$ cat src/rtl/fnd_display_scheduler_pkg.sv
// rtl/fnd_display_scheduler_pkg.sv - shared types, constants and segment table for the FND scheduler
package fnd_display_scheduler_pkg;

  typedef enum logic [1:0] {IDLE, LOAD, SHIFT, COMMIT} conv_state_e;
  typedef enum logic {BALANCE, ANIM} disp_mode_e;

  localparam logic [7:0]  SEG_BLANK = 8'hFF;
  localparam logic [3:0]  AN_OFF    = 4'b1111;
  localparam logic [13:0] BIN_MAX   = 14'd9999;

  // Common-anode codes {dp,g,f,e,d,c,b,a}, 0 = lit; entry 9 is leftmost.
  localparam logic [9:0][7:0] SEG_TABLE = {
    8'h90, 8'h80, 8'hF8, 8'h82, 8'h92, 8'h99, 8'hB0, 8'hA4, 8'hF9, 8'hC0
  };

  function automatic logic [7:0] seg_code(input logic [3:0] d);
    logic [7:0] s;
    s = SEG_BLANK;
    for (int i = 0; i < 10; i++) begin
      if (d == 4'(i)) s = SEG_TABLE[i];
    end
    return s;
  endfunction

endpackage

$ cat src/rtl/fnd_display_scheduler_bin2bcd_seq.sv
// rtl/fnd_display_scheduler_bin2bcd_seq.sv - sequential 14-bit binary to 4-digit BCD converter (double dabble)
module bin2bcd_seq
  import fnd_display_scheduler_pkg::*;
(
  input  logic        clk,
  input  logic        reset_n,
  input  logic        start,
  input  logic [13:0] bin,
  output logic        busy,
  output logic        done,
  output logic [15:0] bcd
);

  conv_state_e state_q;
  logic [13:0] op_q;
  logic [29:0] sr_q;
  logic [29:0] sr_adj;
  logic [3:0]  cnt_q;
  logic        busy_q;
  logic        done_q;
  logic [15:0] bcd_q;

  always_comb begin
    sr_adj = sr_q;
    for (int i = 0; i < 4; i++) begin
      if (sr_q[14+4*i +: 4] >= 4'd5) sr_adj[14+4*i +: 4] = sr_q[14+4*i +: 4] + 4'd3;
    end
  end

  // bcd_q only changes in COMMIT so the display never sees a half-converted value.
  always_ff @(posedge clk or negedge reset_n) begin
    if (!reset_n) begin
      state_q <= IDLE;
      op_q    <= '0;
      sr_q    <= '0;
      cnt_q   <= '0;
      busy_q  <= 1'b0;
      done_q  <= 1'b0;
      bcd_q   <= '0;
    end else begin
      case (state_q)
        IDLE: begin
          if (start) begin
            op_q    <= bin;
            busy_q  <= 1'b1;
            state_q <= LOAD;
          end
        end
        LOAD: begin
          sr_q    <= {16'd0, op_q};
          cnt_q   <= '0;
          state_q <= SHIFT;
        end
        SHIFT: begin
          sr_q  <= {sr_adj[28:0], 1'b0};
          cnt_q <= cnt_q + 4'd1;
          if (cnt_q == 4'd13) begin
            done_q  <= 1'b1;
            state_q <= COMMIT;
          end
        end
        COMMIT: begin
          bcd_q   <= sr_q[29:14];
          done_q  <= 1'b0;
          busy_q  <= 1'b0;
          state_q <= IDLE;
        end
        default: state_q <= IDLE;
      endcase
    end
  end

  assign busy = busy_q;
  assign done = done_q;
  assign bcd  = bcd_q;

endmodule

$ cat src/rtl/fnd_display_scheduler.sv
// rtl/fnd_display_scheduler.sv - 4-digit FND multiplexer with BCD conversion and animation override
// Optional: FND_LEADING_ZERO_BLANK_EN blanks leading zero digits in BALANCE mode.
module fnd_display_scheduler
  import fnd_display_scheduler_pkg::*;
#(
  parameter int SCAN_CYCLES  = 100_000,
  parameter int BLANK_CYCLES = 2_000
) (
  input  logic        clk,
  input  logic        reset_n,
  input  logic [13:0] display_data,
  input  logic        coffee_making_flag,
  input  logic [7:0]  animation_seg,
  input  logic [3:0]  animation_an,
  output logic [7:0]  seg,
  output logic [3:0]  an,
  output logic        conv_busy
);

  localparam int CW = (SCAN_CYCLES > 1) ? $clog2(SCAN_CYCLES) : 1;
  localparam logic [CW-1:0] SCAN_LAST = CW'(SCAN_CYCLES - 1);
  localparam logic [CW-1:0] BLANK_END = CW'(BLANK_CYCLES);

  logic [13:0]   clamped;
  logic [13:0]   pend_q;
  logic [13:0]   committed_q;
  logic          start;
  logic          done;
  logic [15:0]   bcd;
  logic [CW-1:0] scan_q;
  logic [1:0]    idx_q;
  disp_mode_e    mode_q;
  logic [7:0]    seg_q, seg_d;
  logic [3:0]    an_q, an_d;
  logic [3:0]    digit;

  assign clamped = (display_data > BIN_MAX) ? BIN_MAX : display_data;
  assign start   = !conv_busy && (clamped != committed_q);

  bin2bcd_seq u_bin2bcd (
    .clk     (clk),
    .reset_n (reset_n),
    .start   (start),
    .bin     (clamped),
    .busy    (conv_busy),
    .done    (done),
    .bcd     (bcd)
  );

`ifdef FND_LEADING_ZERO_BLANK_EN
  logic [3:0] lz;
  always_comb begin
    lz[3] = (bcd[15:12] == 4'd0);
    lz[2] = lz[3] && (bcd[11:8] == 4'd0);
    lz[1] = lz[2] && (bcd[7:4] == 4'd0);
    lz[0] = 1'b0;
  end
`endif

  always_comb begin
    digit = bcd[{idx_q, 2'b00} +: 4];
    seg_d = SEG_BLANK;
    an_d  = AN_OFF;
    if (mode_q == ANIM) begin
      seg_d = animation_seg;
      an_d  = animation_an;
    end else if (scan_q >= BLANK_END) begin
      an_d  = ~(4'b0001 << idx_q);
      seg_d = seg_code(digit);
`ifdef FND_LEADING_ZERO_BLANK_EN
      if (lz[idx_q]) seg_d = SEG_BLANK;
`endif
    end
  end

  // Mode is only sampled at the slot wrap so a digit slot is never split between sources.
  always_ff @(posedge clk or negedge reset_n) begin
    if (!reset_n) begin
      scan_q      <= '0;
      idx_q       <= '0;
      mode_q      <= BALANCE;
      seg_q       <= SEG_BLANK;
      an_q        <= AN_OFF;
      pend_q      <= '0;
      committed_q <= '0;
    end else begin
      if (scan_q == SCAN_LAST) begin
        scan_q <= '0;
        idx_q  <= idx_q + 2'd1;
        mode_q <= coffee_making_flag ? ANIM : BALANCE;
      end else begin
        scan_q <= scan_q + CW'(1);
      end
      seg_q <= seg_d;
      an_q  <= an_d;
      if (start) pend_q <= clamped;
      if (done) committed_q <= pend_q;
    end
  end

  assign seg = seg_q;
  assign an  = an_q;

endmodule
$ cat config.mk
export PLATFORM = sky130hd
export DESIGN_NAME = fnd_display_scheduler
export DESIGN_NICKNAME = d
export VERILOG_FILES = /design/src/rtl/fnd_display_scheduler_pkg.sv /design/src/rtl/fnd_display_scheduler_bin2bcd_seq.sv /design/src/rtl/fnd_display_scheduler.sv
export SDC_FILE = /design/constraint.sdc
export NUM_CORES = 1
export LEC_CHECK = 0
export CAP_MARGIN = 20
export CORE_AREA = 2 2 106 108
export DETAILED_ROUTE_END_ITERATION = 6
export DIE_AREA = 0 0 108 110
export GPL_TIMING_DRIVEN = 0
export PLACE_DENSITY = 0.77
export RECOVER_POWER = 100
export SETUP_SLACK_MARGIN = 0.3
export SKIP_LAST_GASP = 1
export SYNTH_ARGS = -nofsm -noshare
export SYNTH_HDL_FRONTEND = slang
export SYNTH_SLANG_ARGS = --single-unit
$ cat constraint.sdc
create_clock -name clk -period 3.8 [get_ports clk]
set_clock_uncertainty 0.15 [all_clocks]
set_input_delay 0.76 -clock clk [delete_from_list [all_inputs] [get_ports clk]]
set_output_delay 0.76 -clock clk [all_outputs]
set_load 0.05 [all_outputs]
==> results <==
- The endpoint class of the critical path is a flop.
- The core occupancy in the finished layout is 70.0%.
- The slowest stage of the critical path is the dlygate4sd3_1 cell.
- After routing the design area is 7490 µm².
- The library cells used most frequently in the layout, excluding fill and tap cells, are dfrtp_1, mux2_2, nor2_1, a21oi_1, inv_1.
- The die covers 11900 µm².
- The detailed-route via count is 4356.
- The worst hold path class is flop to flop.
- The synthesis-to-layout area growth is 19.3%.
- The H-tree generated during clock tree synthesis spans 4 levels.
- STA puts the critical path data required time at 4060 ps.
- The worst setup path is launched from a primary input.
- Counting tap cells, the placed design contains a total of 726 instances.
- TritonCTS built the clock tree.
- Global routing finished with a remaining overflow of 0.
- The path type of the worst setup path is primary input to flop.
- The largest total area in the synthesized netlist belongs to dfrtp_1.
- Measured against its own limit, the worst slew margin works out to -51.9%.
- The flow ran to the end, but the final reports show violations.
- The number of library cell types mapped by synthesis is 57.
- In this run the horizontal extent of the chip is 108 µm.
- Global routing used 24.0% of the available tracks across all layers.
- The count of buffers added on input and output ports is 40.
- The fraction of registers with async set/reset is 100%.
- For this configuration, the core starts out at a cell density of 58.7%.
- The wire length per cell is 16.8 µm.
- The top cell type's share of synthesized area is 46.3%.
- In this run the worst path has a maximum fanout of 10.
- The number of enable flip-flop cells after synthesis is 0.
- The number of design-rule violations left by the first detailed-router iteration is 198.
- Overall power consumption after layout is estimated at 5.31 mW.
- The core area is 10700 µm².
- After clock tree synthesis, the setup repair step added 0 buffers.
- The worst endpoint data arrival time is 3720 ps.
- The final period demand of the worst path is 3470 ps.
- Entering global routing, the biggest net connects 88 pins.
- The flip-flop and latch count after synthesis is 128.
- The layout cell share with drive strength beyond 1 is 17.8%.
- From bottom edge to top edge, the die measures 110 µm.
- The number of clock sinks seen by CTS is 128.
- The number of warning messages in the yosys log is 0.
- The total standard cell area after synthesis is 6280 µm².
- The most used flip-flop cell after synthesis is dfrtp_1.
- Traced cell by cell, the critical path runs through dlygate4sd3_1 > or4_4 > a21o_4 > o21a_1 > o221a_1 > a311oi_4 > buf_8 > mux2_1.
- In this run the deepest clock path goes through 2 buffers.
- The first global-routing pass estimated 21800 µm of wire.
- The tightest hold path in the finished design has a slack of 335 ps.
- Wire segments on met2 add up to 6480 µm in the final route.
- The number of antenna diodes is 0.
- The number of global-route vias before repair is 4430.
- Each instance of the synthesized netlist takes up on average 11.5 µm².
- The final number of max-transition violations is 42.
- The tool flagged a number of max-cap violations equal to 1.
- The critical path's largest stage delay is 600 ps.
- By area the synthesized netlist is led by dfrtp_1, mux2_2, dfstp_2.
- The number of vias per cell after detailed routing is 5.74.
- The number of placed I/O pins is 42.
- Buffers inserted during clock tree synthesis total 17.
- The ratio of final minimum period to clock period is 91.2%.
- Counting the fill cells in the layout gives 770.
- Summing all placed instances gives a cell area of 6880 µm².
- The clock transition at the registers of the reported paths is 60 ps.
- The number of nets with antenna violations after routing is 0.
- For this run, design rule violations remaining after detail routing come to 0.
- The part of the Yosys area used for sequential elements is 51.3%.
- The cell sitting at the root of the clock tree is a clkbuf_8.
- The number of nets in the layout is 655.
- Power spread over the standard cell area amounts to 709 nW/µm².
- When the netlist entered floorplanning its net count stood at 594.
- The number of gates resized after cts is 0.
- The amount of wire on met3 after detailed routing is 554 µm.
- The routed wire length is 12800 µm.
- For the pin with the worst max-slew slack, the measured transition is 2280 ps.
- The top metal layer carrying routed signals is met4.
- The number of instances in the synthesized netlist is 545.
- IR analysis of the VDD net gives a maximum drop of 515 µV.
- For the worst-skew pair, the clock arrives at the later sink with an insertion delay of 530 ps.
- The detailed placement HPWL is 8900 µm.
- The checks that failed: capacitance limit, slew limit.
- For this block, wires on met1 add up to 5550 µm.
- Setup repair after global routing left no endpoint under its margin.
- The initial antenna violation count was 0.
- The iteration count of the initial detailed-routing pass is 4.
- The most common cell after layout, fill and taps aside is dfrtp_1.
- The non-filler instance count after layout is 759.
- The count of final setup violators is 0.
- At the end of routability-driven placement, the weighted congestion stood at 0.872.
- The final hold violation count is 0.
- Summed over all cells, the static leakage comes to 3.13 nW.
- Derived from the worst setup path, the maximum achievable clock frequency is 288 MHz.
- The floorplan has 38 rows.
## registers in the layout, summed over array words and instances, names as in the netlist
register,flops
u_bin2bcd.sr_q,30
pend_q,14
idx_q,2
u_bin2bcd.cnt_q,4
an,4
u_bin2bcd.done,1
u_bin2bcd.busy,1
u_bin2bcd.bcd,16
u_bin2bcd.op_q,14
scan_q,17
seg,8
committed_q,14
mode_q,1
u_bin2bcd.state_q,2
## worst paths after layout
| path | from | to | slack [ps] | depth (start not counted) |
|---|---|---|---|---|
| max | display_data[7] | u_bin2bcd.op_q[4]$_DFFE_PN0P_ | 330 | 8 |
| min | pend_q[12]$_DFFE_PN0P_ | pend_q[12]$_DFFE_PN0P_ | 330 | 1 |
| max reg2reg | committed_q[6]$_DFFE_PN0P_ | pend_q[10]$_DFFE_PN0P_ | 1350 | 7 |
| min reg2reg | pend_q[12]$_DFFE_PN0P_ | pend_q[12]$_DFFE_PN0P_ | 330 | 1 |
| max in group asynchronous | reset_n | committed_q[8]$_DFFE_PN0P_ | 890 | 2 |
| min in group asynchronous | reset_n | u_bin2bcd.sr_q[16]$_DFFE_PN0P_ | 1300 | 2 |
## through the flow
stage | TNS, ps | setup slack [ps]
global route | 0 | 218
detailed placement | -431 | -39.4
floorplan | 0 | 669
finish | 0 | 333
global placement | -364600 | -2990
CTS | 0 | 511
## where the power goes
| group | internal, mW | switching, mW | leakage, nW | total [mW] |
|---|---|---|---|---|
| combinational | 0.703 | 0.881 | 1.24 | 1.58 |
| sequential | 1.71 | 0.231 | 1.58 | 1.94 |
| clock | 1.21 | 0.575 | 0.318 | 1.78 |
## logic make-up (layout without fill, tap and decap cells)
kind of cell | Yosys count | after routing | synth area share, %
DFF | 128 | 128 | 51.3
and+or+nand+nor | 127 | 127 | 10.7
AOI/OAI and AO/OA | 104 | 104 | 11.1
muxes | 77 | 77 | 14.9
buffers and inverters | 57 | 131 | 3.65
xor gates and xnor gates | 32 | 32 | 4.47
adders and majority gates | 20 | 20 | 3.99
## cells in the mapped netlist, drive strengths merged, types with 3 or more instances
master	count
o21ai	16
dfstp	12
ha	20
nand2b	8
o32ai	3
and3	8
mux2	59
a211oi	3
mux2i	14
buf	7
nand4	3
nand3	10
nor3	11
nor2	38
a21oi	38
and2	3
xor2	13
xnor2	19
a32oi	3
dfrtp	116
and4	3
or2	6
mux4	4
o22ai	15
o21a	3
inv	35
a31oi	9
nand2	18
nor2b	10
clkbuf	15
## critical path, delay by kind of cell
family | cells | cell delay, ps
mux | 1 | 340
compound gates | 4 | 1240
buf+inv | 2 | 810
simple gates | 1 | 580
## routing by layer
| layer | vias up | track usage [%] |
|---|---|---|
| met2 | 101 | 40.8 |
| met4 | 0 | 8.70 |
| met3 | 24 | 6.11 |
| met5 | - | 0 |
| li1 | 2055 | - |
| met1 | 2176 | 30.0 |
## area by class of cell
type / count / area (µm²) / share of cell area [%]
repair buffers: 42 / 432 / 5.76
well taps: 140 / 175 / 2.34
inverters: 35 / 131 / 1.75
clock inverters: 12 / 213 / 2.84
clock buffers: 20 / 435 / 5.81
multi-input cells: 360 / 2790 / 37.2
flip-flops and latches: 128 / 3220 / 43.0
plain buffers: 22 / 97.6 / 1.30
## timing repair
action	4_1_cts	5_1_grt
endpoints found under the hold margin	41	0
hold buffers	1	0
setup endpoints to repair	0	0
Note: power is estimated with default switching activity, not from simulation.
